===== src/rtl/video_timing_pkg.sv =====
// Video timing package: raster phase type, default 1280x720@60 timing
// and a width helper shared by the raster generator and its axis counters.
package video_timing_pkg;

  typedef enum logic [1:0] {
    PH_ACTIVE = 2'd0,
    PH_FP     = 2'd1,
    PH_SYNC   = 2'd2,
    PH_BP     = 2'd3
  } phase_t;

  localparam int H_ACTIVE_DEF = 1280;
  localparam int H_FP_DEF     = 110;
  localparam int H_SYNC_DEF   = 40;
  localparam int H_BP_DEF     = 220;
  localparam int H_TOTAL_DEF  = H_ACTIVE_DEF + H_FP_DEF + H_SYNC_DEF + H_BP_DEF;

  localparam int V_ACTIVE_DEF = 720;
  localparam int V_FP_DEF     = 5;
  localparam int V_SYNC_DEF   = 5;
  localparam int V_BP_DEF     = 20;
  localparam int V_TOTAL_DEF  = V_ACTIVE_DEF + V_FP_DEF + V_SYNC_DEF + V_BP_DEF;

  localparam int FC_MAX_DEF   = 60;

  // Bits needed to hold 0..n-1; never narrower than one bit.
  function automatic int cnt_width(input int n);
    return ($clog2(n) < 1) ? 1 : $clog2(n);
  endfunction

endpackage


===== src/rtl/video_axis_counter.sv =====
// One raster axis: a wrap-by-compare counter plus its ACTIVE/FP/SYNC/BP
// phase FSM. The phase always describes the value currently in count.
module video_axis_counter
  import video_timing_pkg::*;
#(
  parameter int TOTAL  = H_TOTAL_DEF,
  parameter int ACTIVE = H_ACTIVE_DEF,
  parameter int FP     = H_FP_DEF,
  parameter int SYNC   = H_SYNC_DEF,
  localparam int W     = cnt_width(TOTAL)
) (
  input  logic         clk_in,
  input  logic         rst_n_in,
  input  logic         advance,
  output logic [W-1:0] count,
  output phase_t       phase,
  output logic         wrap
);

  localparam logic [W-1:0] LAST    = W'(TOTAL - 1);
  localparam logic [W-1:0] AT_FP   = W'(ACTIVE);
  localparam logic [W-1:0] AT_SYNC = W'(ACTIVE + FP);
  localparam logic [W-1:0] AT_BP   = W'(ACTIVE + FP + SYNC);

  logic [W-1:0] count_reg, count_next;
  phase_t       phase_reg, phase_next;

  assign wrap  = advance && (count_reg == LAST);
  assign count = count_reg;
  assign phase = phase_reg;

  // Next count and phase: boundaries are detected on the value being loaded
  always_comb begin
    count_next = count_reg;
    phase_next = phase_reg;
    if (advance) begin
      count_next = (count_reg == LAST) ? '0 : count_reg + W'(1);
      unique case (phase_reg)
        PH_ACTIVE: if (count_next == AT_FP)   phase_next = PH_FP;
        PH_FP:     if (count_next == AT_SYNC) phase_next = PH_SYNC;
        PH_SYNC:   if (count_next == AT_BP)   phase_next = PH_BP;
        PH_BP:     if (wrap)                  phase_next = PH_ACTIVE;
      endcase
    end
  end

  // Counter and phase state registers
  always_ff @(posedge clk_in or negedge rst_n_in) begin
    if (!rst_n_in) begin
      count_reg <= '0;
      phase_reg <= PH_ACTIVE;
    end else begin
      count_reg <= count_next;
      phase_reg <= phase_next;
    end
  end

endmodule


===== src/rtl/video_sig_gen.sv =====
// Raster timing generator feeding the TMDS encoders: pixel coordinates,
// syncs, active-draw and new-frame pulse, all registered one cycle behind
// the internal axis counters.
// Optional: define FRAME_COUNT_EN to add the fc_out frame counter (mod FC_MAX).
module video_sig_gen
  import video_timing_pkg::*;
#(
  parameter int H_ACTIVE = H_ACTIVE_DEF,
  parameter int H_FP     = H_FP_DEF,
  parameter int H_SYNC   = H_SYNC_DEF,
  parameter int H_BP     = H_BP_DEF,
  parameter int V_ACTIVE = V_ACTIVE_DEF,
  parameter int V_FP     = V_FP_DEF,
  parameter int V_SYNC   = V_SYNC_DEF,
  parameter int V_BP     = V_BP_DEF,
  parameter int FC_MAX   = FC_MAX_DEF,
  localparam int H_TOTAL = H_ACTIVE + H_FP + H_SYNC + H_BP,
  localparam int V_TOTAL = V_ACTIVE + V_FP + V_SYNC + V_BP,
  localparam int HW      = cnt_width(H_TOTAL),
  localparam int VW      = cnt_width(V_TOTAL),
  localparam int FW      = cnt_width(FC_MAX)
) (
  input  logic          clk_in,
  input  logic          rst_n_in,
  output logic [HW-1:0] hcount_out,
  output logic [VW-1:0] vcount_out,
  output logic          hs_out,
  output logic          vs_out,
  output logic          ad_out,
  output logic          nf_out
`ifdef FRAME_COUNT_EN
  ,
  output logic [FW-1:0] fc_out
`endif
);

  logic [HW-1:0] h_count;
  logic [VW-1:0] v_count;
  phase_t        h_phase, v_phase;
  logic          line_tick;
  logic          frame_wrap_unused;
  logic          nf_next;

  // A frame counter needs at least two states to be meaningful
  if (FC_MAX < 2) begin : g_fc_max_check
    $error("FC_MAX must be at least 2");
  end

  video_axis_counter #(
    .TOTAL (H_TOTAL),
    .ACTIVE(H_ACTIVE),
    .FP    (H_FP),
    .SYNC  (H_SYNC)
  ) u_h_axis (
    .clk_in  (clk_in),
    .rst_n_in(rst_n_in),
    .advance (1'b1),
    .count   (h_count),
    .phase   (h_phase),
    .wrap    (line_tick)
  );

  // Frame end is implied by the h/v counts, so the v wrap is not consumed
  video_axis_counter #(
    .TOTAL (V_TOTAL),
    .ACTIVE(V_ACTIVE),
    .FP    (V_FP),
    .SYNC  (V_SYNC)
  ) u_v_axis (
    .clk_in  (clk_in),
    .rst_n_in(rst_n_in),
    .advance (line_tick),
    .count   (v_count),
    .phase   (v_phase),
    .wrap    (frame_wrap_unused)
  );

  // First pixel of the first blanking line marks the new frame
  assign nf_next = (h_count == '0) && (v_count == VW'(V_ACTIVE));

  // Output register stage: coordinates and decoded flags, latency 1
  always_ff @(posedge clk_in or negedge rst_n_in) begin
    if (!rst_n_in) begin
      hcount_out <= '0;
      vcount_out <= '0;
      hs_out     <= 1'b0;
      vs_out     <= 1'b0;
      ad_out     <= 1'b0;
      nf_out     <= 1'b0;
    end else begin
      hcount_out <= h_count;
      vcount_out <= v_count;
      hs_out     <= (h_phase == PH_SYNC);
      vs_out     <= (v_phase == PH_SYNC);
      ad_out     <= (h_phase == PH_ACTIVE) && (v_phase == PH_ACTIVE);
      nf_out     <= nf_next;
    end
  end

`ifdef FRAME_COUNT_EN
  localparam logic [FW-1:0] FC_LAST = FW'(FC_MAX - 1);

  // Frame counter steps on the same edge that raises nf_out
  always_ff @(posedge clk_in or negedge rst_n_in) begin
    if (!rst_n_in) begin
      fc_out <= '0;
    end else if (nf_next) begin
      fc_out <= (fc_out == FC_LAST) ? '0 : fc_out + FW'(1);
    end
  end
`else
  // Frame counter not built: no fc_out port and no counter register
`endif

endmodule

===== config.mk =====
export PLATFORM = sky130hd
export DESIGN_NAME = video_sig_gen
export DESIGN_NICKNAME = d
export VERILOG_FILES = /design/src/rtl/video_timing_pkg.sv /design/src/rtl/video_axis_counter.sv /design/src/rtl/video_sig_gen.sv
export SDC_FILE = /design/constraint.sdc
export NUM_CORES = 1
export LEC_CHECK = 0
export CORE_MARGIN = 2
export CORE_UTILIZATION = 57
export CTS_CLUSTER_DIAMETER = 50
export CTS_CLUSTER_SIZE = 24
export DETAILED_ROUTE_END_ITERATION = 8
export GPL_TIMING_DRIVEN = 0
export PLACE_DENSITY = 0.8
export RECOVER_POWER = 25
export SLEW_MARGIN = 5
export SYNTH_ARGS = -nofsm -noshare
export SYNTH_HDL_FRONTEND = slang
export SYNTH_HIERARCHICAL = 1
export SYNTH_SLANG_ARGS = --single-unit

===== constraint.sdc =====
create_clock -name clk_in -period 3.4 [get_ports clk_in]
set_input_delay 1.02 -clock clk_in [delete_from_list [all_inputs] [get_ports clk_in]]
set_output_delay 1.02 -clock clk_in [all_outputs]
set_load 0.05 [all_outputs]

======== Yosys cells after proc, flatten, opt, wreduce, memory -nomap -nowiden ========
Index checks and enable logic that the tools add are counted.
word-level totals
  bits of input ports ..................... 2
  output and inout port bits .............. 25
  word-level logic and storage cells ...... 55
  flip-flop bits (word level) ............. 50
cells by class
  reduce and logical (&&, ||, !) cells .... 8
  $add $sub $neg .......................... 2
  equal/unequal tests ..................... 23
  multiplexer cells ....................... 12
operators with widths
  kind                   count
  $eq 10x10->1 const B   5
  $eq 11x11->1 const B   4
  $mux 2                 8
  $pmux 2 s4             2
  $ne 2x1->1 const B     7
  $add 11x1->11 const B  1
  $logic_not 11->1       1
  $mux 11                1
  $add 10x1->10 const B  1
  $mux 10                1
  $eq 2x2->1 const B     4
  $reduce_and 5->1       1
  $eq 2x1->1 const B     2
  $logic_not 2->1        2
  $reduce_and 4->1       1
  $logic_and 1x1->1      3
  $ne 2x2->1 const B     1

======== Logic depth before layout (Yosys ltp) ========
  depth in word-level cells ............... 5
  mapped depth ............................ 9
  depth with buffers taken out ............ 9

======== Hierarchy ========
The synthesis kept the hierarchy.
modules (own cells, without submodules)
  module                          cells each  instances  seq. area each (um2)  area an instance (um2)
  video_axis_counter at u_h_axis  112         1          325.3                 1041.0
  video_axis_counter at u_v_axis  104         1          300.3                 924.6
  video_sig_gen                   37          1          625.6                 705.7

======== Worst setup path before layout ========
Ideal clock, no wire load.
  kind .................................... register to register
  start ................................... reg u_h_axis.count_reg[0], in the netlist u_h_axis/count[0]
  end ..................................... reg u_h_axis.phase_reg[1], in the netlist u_h_axis/phase[1]
  setup time .............................. 0.128 ns
  period minus slack after synthesis ...... 2.640 ns
  setup slack ............................. 0.760 ns
  buffers on the path ..................... 0
  arrival ................................. 2.512 ns
  stages on the path, launching flop included .. 9
  required time ........................... 3.272 ns
  cells stage by stage .................... dfrtp_1 -> ha_1 -> and3_4 -> and3_4 -> mux2_4 -> nor4_4 -> nand4_2 -> a221oi_2 -> mux2_1
on the way
  word-level cells in the longest chain between the ends .. 5
  elaborated cells between the ends (all ways) .. 11
  those cells by class .................... add/sub (1); eq/ne (8); mux (1); reduce/logical (1)
ends and longest elaborated chain
  what                                           line                                                                          RTL
  from (decl)                                    video_axis_counter.sv:25                                                      logic [W-1:0] count_reg, count_next;
  from (signal assigned)                         video_axis_counter.sv:53                                                      count_reg <= count_next;
  $add 11x1->11 or $eq 11x11->1 (tied branches)  video_axis_counter.sv:37, video_axis_counter.sv:28
  $mux 11                                        video_axis_counter.sv:37                                                      count_next = (count_reg == LAST) ? '0 : count_reg + W'(1);
  $eq 11x11->1 (on tied branches)                video_axis_counter.sv:40, video_axis_counter.sv:39, video_axis_counter.sv:41
  $ne 2x1->1 (no line)                           n/a
  $reduce_and 4->1 (no line) *                   n/a
  to (signal assigned)                           video_axis_counter.sv:54                                                      phase_reg <= phase_next;
  to (decl)                                      video_axis_counter.sv:26                                                      phase_t phase_reg, phase_next;
Mark *: on every way between the ends. The rest lies on a longest branch, timed or not.
A chain may end at the register's enable or synchronous reset.

======== Worst setup path after layout ========
Ends and elaborated chain as after synthesis.

==> flow_summary.json <==
{
  "synth_cells": 252,
  "worstSkewPairLatency_ns": 0.29,
  "drt_wl_total_um": 5390,
  "leakage_nw": 1.31,
  "mostFrequentLayoutCells": "50 x dfrtp_1, 25 x clkdlybuf4s50_1, 24 x nand2_1",
  "p_comb_share_pct": 38.5,
  "end_kind": "register",
  "worstSetupPathType": "register to register",
  "start_util_pct": 60.4,
  "antenna_found_initial": 0,
  "hold_violations": 0,
  "skew_ns": 0.00827,
  "syn_area_mm2": 0.00267,
  "die_area_mm2": 0.00524,
  "path_max_fanout": 9,
  "core_mm2": 0.00441,
  "clkSinkCount": 50,
  "drc": 0,
  "rsz0062_at_grt": "no",
  "cts_tree": "yes",
  "drive_gt1_share_pct": 11.5,
  "via_per_inst": 5.92,
  "clkPwrFrac_pct": 20.3,
  "seq_power_share_pct": 41.1,
  "min_period_ns": 2.92,
  "drt_iter0_markers": 168,
  "post_drt_wl_per_cell_um": 15.9,
  "period_share_pct": 85.9,
  "overflow": 0,
  "synth.avg_cell_area_um2": 10.6,
  "post-cts-setup-buffers": 0,
  "status": "finished, final reports clean",
  "finalPower_mw": 2.00,
  "swShare_pct": 39.0,
  "startpoint_type": "register",
  "vias": 2014,
  "holdWs_ns": 0.417,
  "cts_resized": 0,
  "cts-buffers-inserted": 5,
  "drv_slew": 0,
  "die_height_um": 72.4,
  "power_switching_uw": 781,
  "grt_max_degree": 28,
  "synth_warnings": 6,
  "track_usage_pct": 22.6,
  "dp_hpwl_um": 3740,
  "tightest_slew_ns": 1.33,
  "num_rows": 24,
  "nets": 303,
  "final_common_cell": "dfrtp_1",
  "ioPinCount": 27,
  "io_buffer_count": 26,
  "p_int_mw": 1.22,
  "powerDensity_mw_per_mm2": 642,
  "dr.pass1.iters": 4,
  "vdd_drop_max_uv": 503,
  "antenna_left": 0,
  "cp.arrival_ns": 3.10,
  "htreeDepth": 2,
  "hold_buffers": 0,
  "critPathRequiredTime_ns": 3.58,
  "grt_pass1_vias": 1900,
  "insertedDiodeCount": 0,
  "path_clk_slew_ns": 0.09,
  "area_growth_pct": 17.0,
  "clockRootBuffer": "clkbuf_8",
  "slew_headroom_pct": 11.6,
  "grt_pass1_wl_um": 9210,
  "hold_path_class": "register to register",
  "setup_viol": 0,
  "num-fill-cells": 341,
  "max_cap_viol_count": 0,
  "cts_buffer_depth": 2,
  "die_x_um": 72.4,
  "gp_congestion": 0.856,
  "clock.fmax_mhz": 343
}
## layout make-up
class                           instances  area, um2  share of cell area (%)
Buffer                                 11       75.1                    2.41
Clock buffer                            6       72.6                    2.33
Clock inverter                          2       37.5                    1.20
Inverter                               10       37.5                    1.20
Multi-Input combinational cell        182       1310                    41.9
Sequential cell                        50       1250                    40.1
Tap cell                               52       65.1                    2.09
Timing Repair Buffer                   27        274                    8.79
## layer usage
layer / global-route usage, % / routed length [um]
met5: 0 / 0
met4: 6.58 / 72
met3: 4.44 / 272
met2: 35.0 / 2520
met1: 32.6 / 2530
## through the flow
| step | cell area [um2] | setup TNS (ns) | std cells | worst slack (ns) | utilization [%] |
|---|---|---|---|---|---|
| floorplan | 2670 | 0 | 253 | 0.760 | - |
| global placement | 2990 | -3.33 | 331 | -0.0687 | 67.8 |
| detailed placement | 3010 | 0 | 332 | 0.519 | 68.2 |
| CTS | 3120 | 0 | 340 | 0.494 | 70.7 |
| global route | 3120 | 0 | 340 | 0.247 | 70.6 |
| finish | 3120 | 0 | 340 | 0.480 | 70.6 |
## worst max-delay path, cell delays in order, from the launching register on
cell and delay (ns):
dfrtp_1 0.53, ha_1 0.34, and3_4 0.25, and3_4 0.22, mux2_4 0.34, nor4_4 0.32, nand3_1 0.16, a221oi_2 0.30
mux2_1 0.35
## power by group through the flow
stage	registers (mW)	logic [mW]	clock network (mW)
2_1_floorplan	1.00	0.369	0
5_1_grt	0.840	0.822	0.437
4_1_cts	0.823	0.766	0.418
6_report	0.824	0.771	0.407
3_3_place_gp	0.826	0.738	0
3_5_place_dp	0.834	0.757	0
## path summary, 6_finish.rpt
check                                         end  cells past startpoint  slack (ns)         startpoint
min in group asynchronous       u_h_axis/count[0]                      1        1.00           rst_n_in
max in group asynchronous           vcount_out[4]                      1        1.62           rst_n_in
worst max-delay path            u_h_axis/phase[1]                      8        0.48  u_h_axis/count[0]
worst min-delay path                vcount_out[4]                      0        0.42  u_v_axis/count[4]
worst max register to register  u_h_axis/phase[1]                      8        0.48  u_h_axis/count[0]
worst min register to register      vcount_out[4]                      0        0.42  u_v_axis/count[4]
Note: power is estimated with default switching activity, not from simulation.
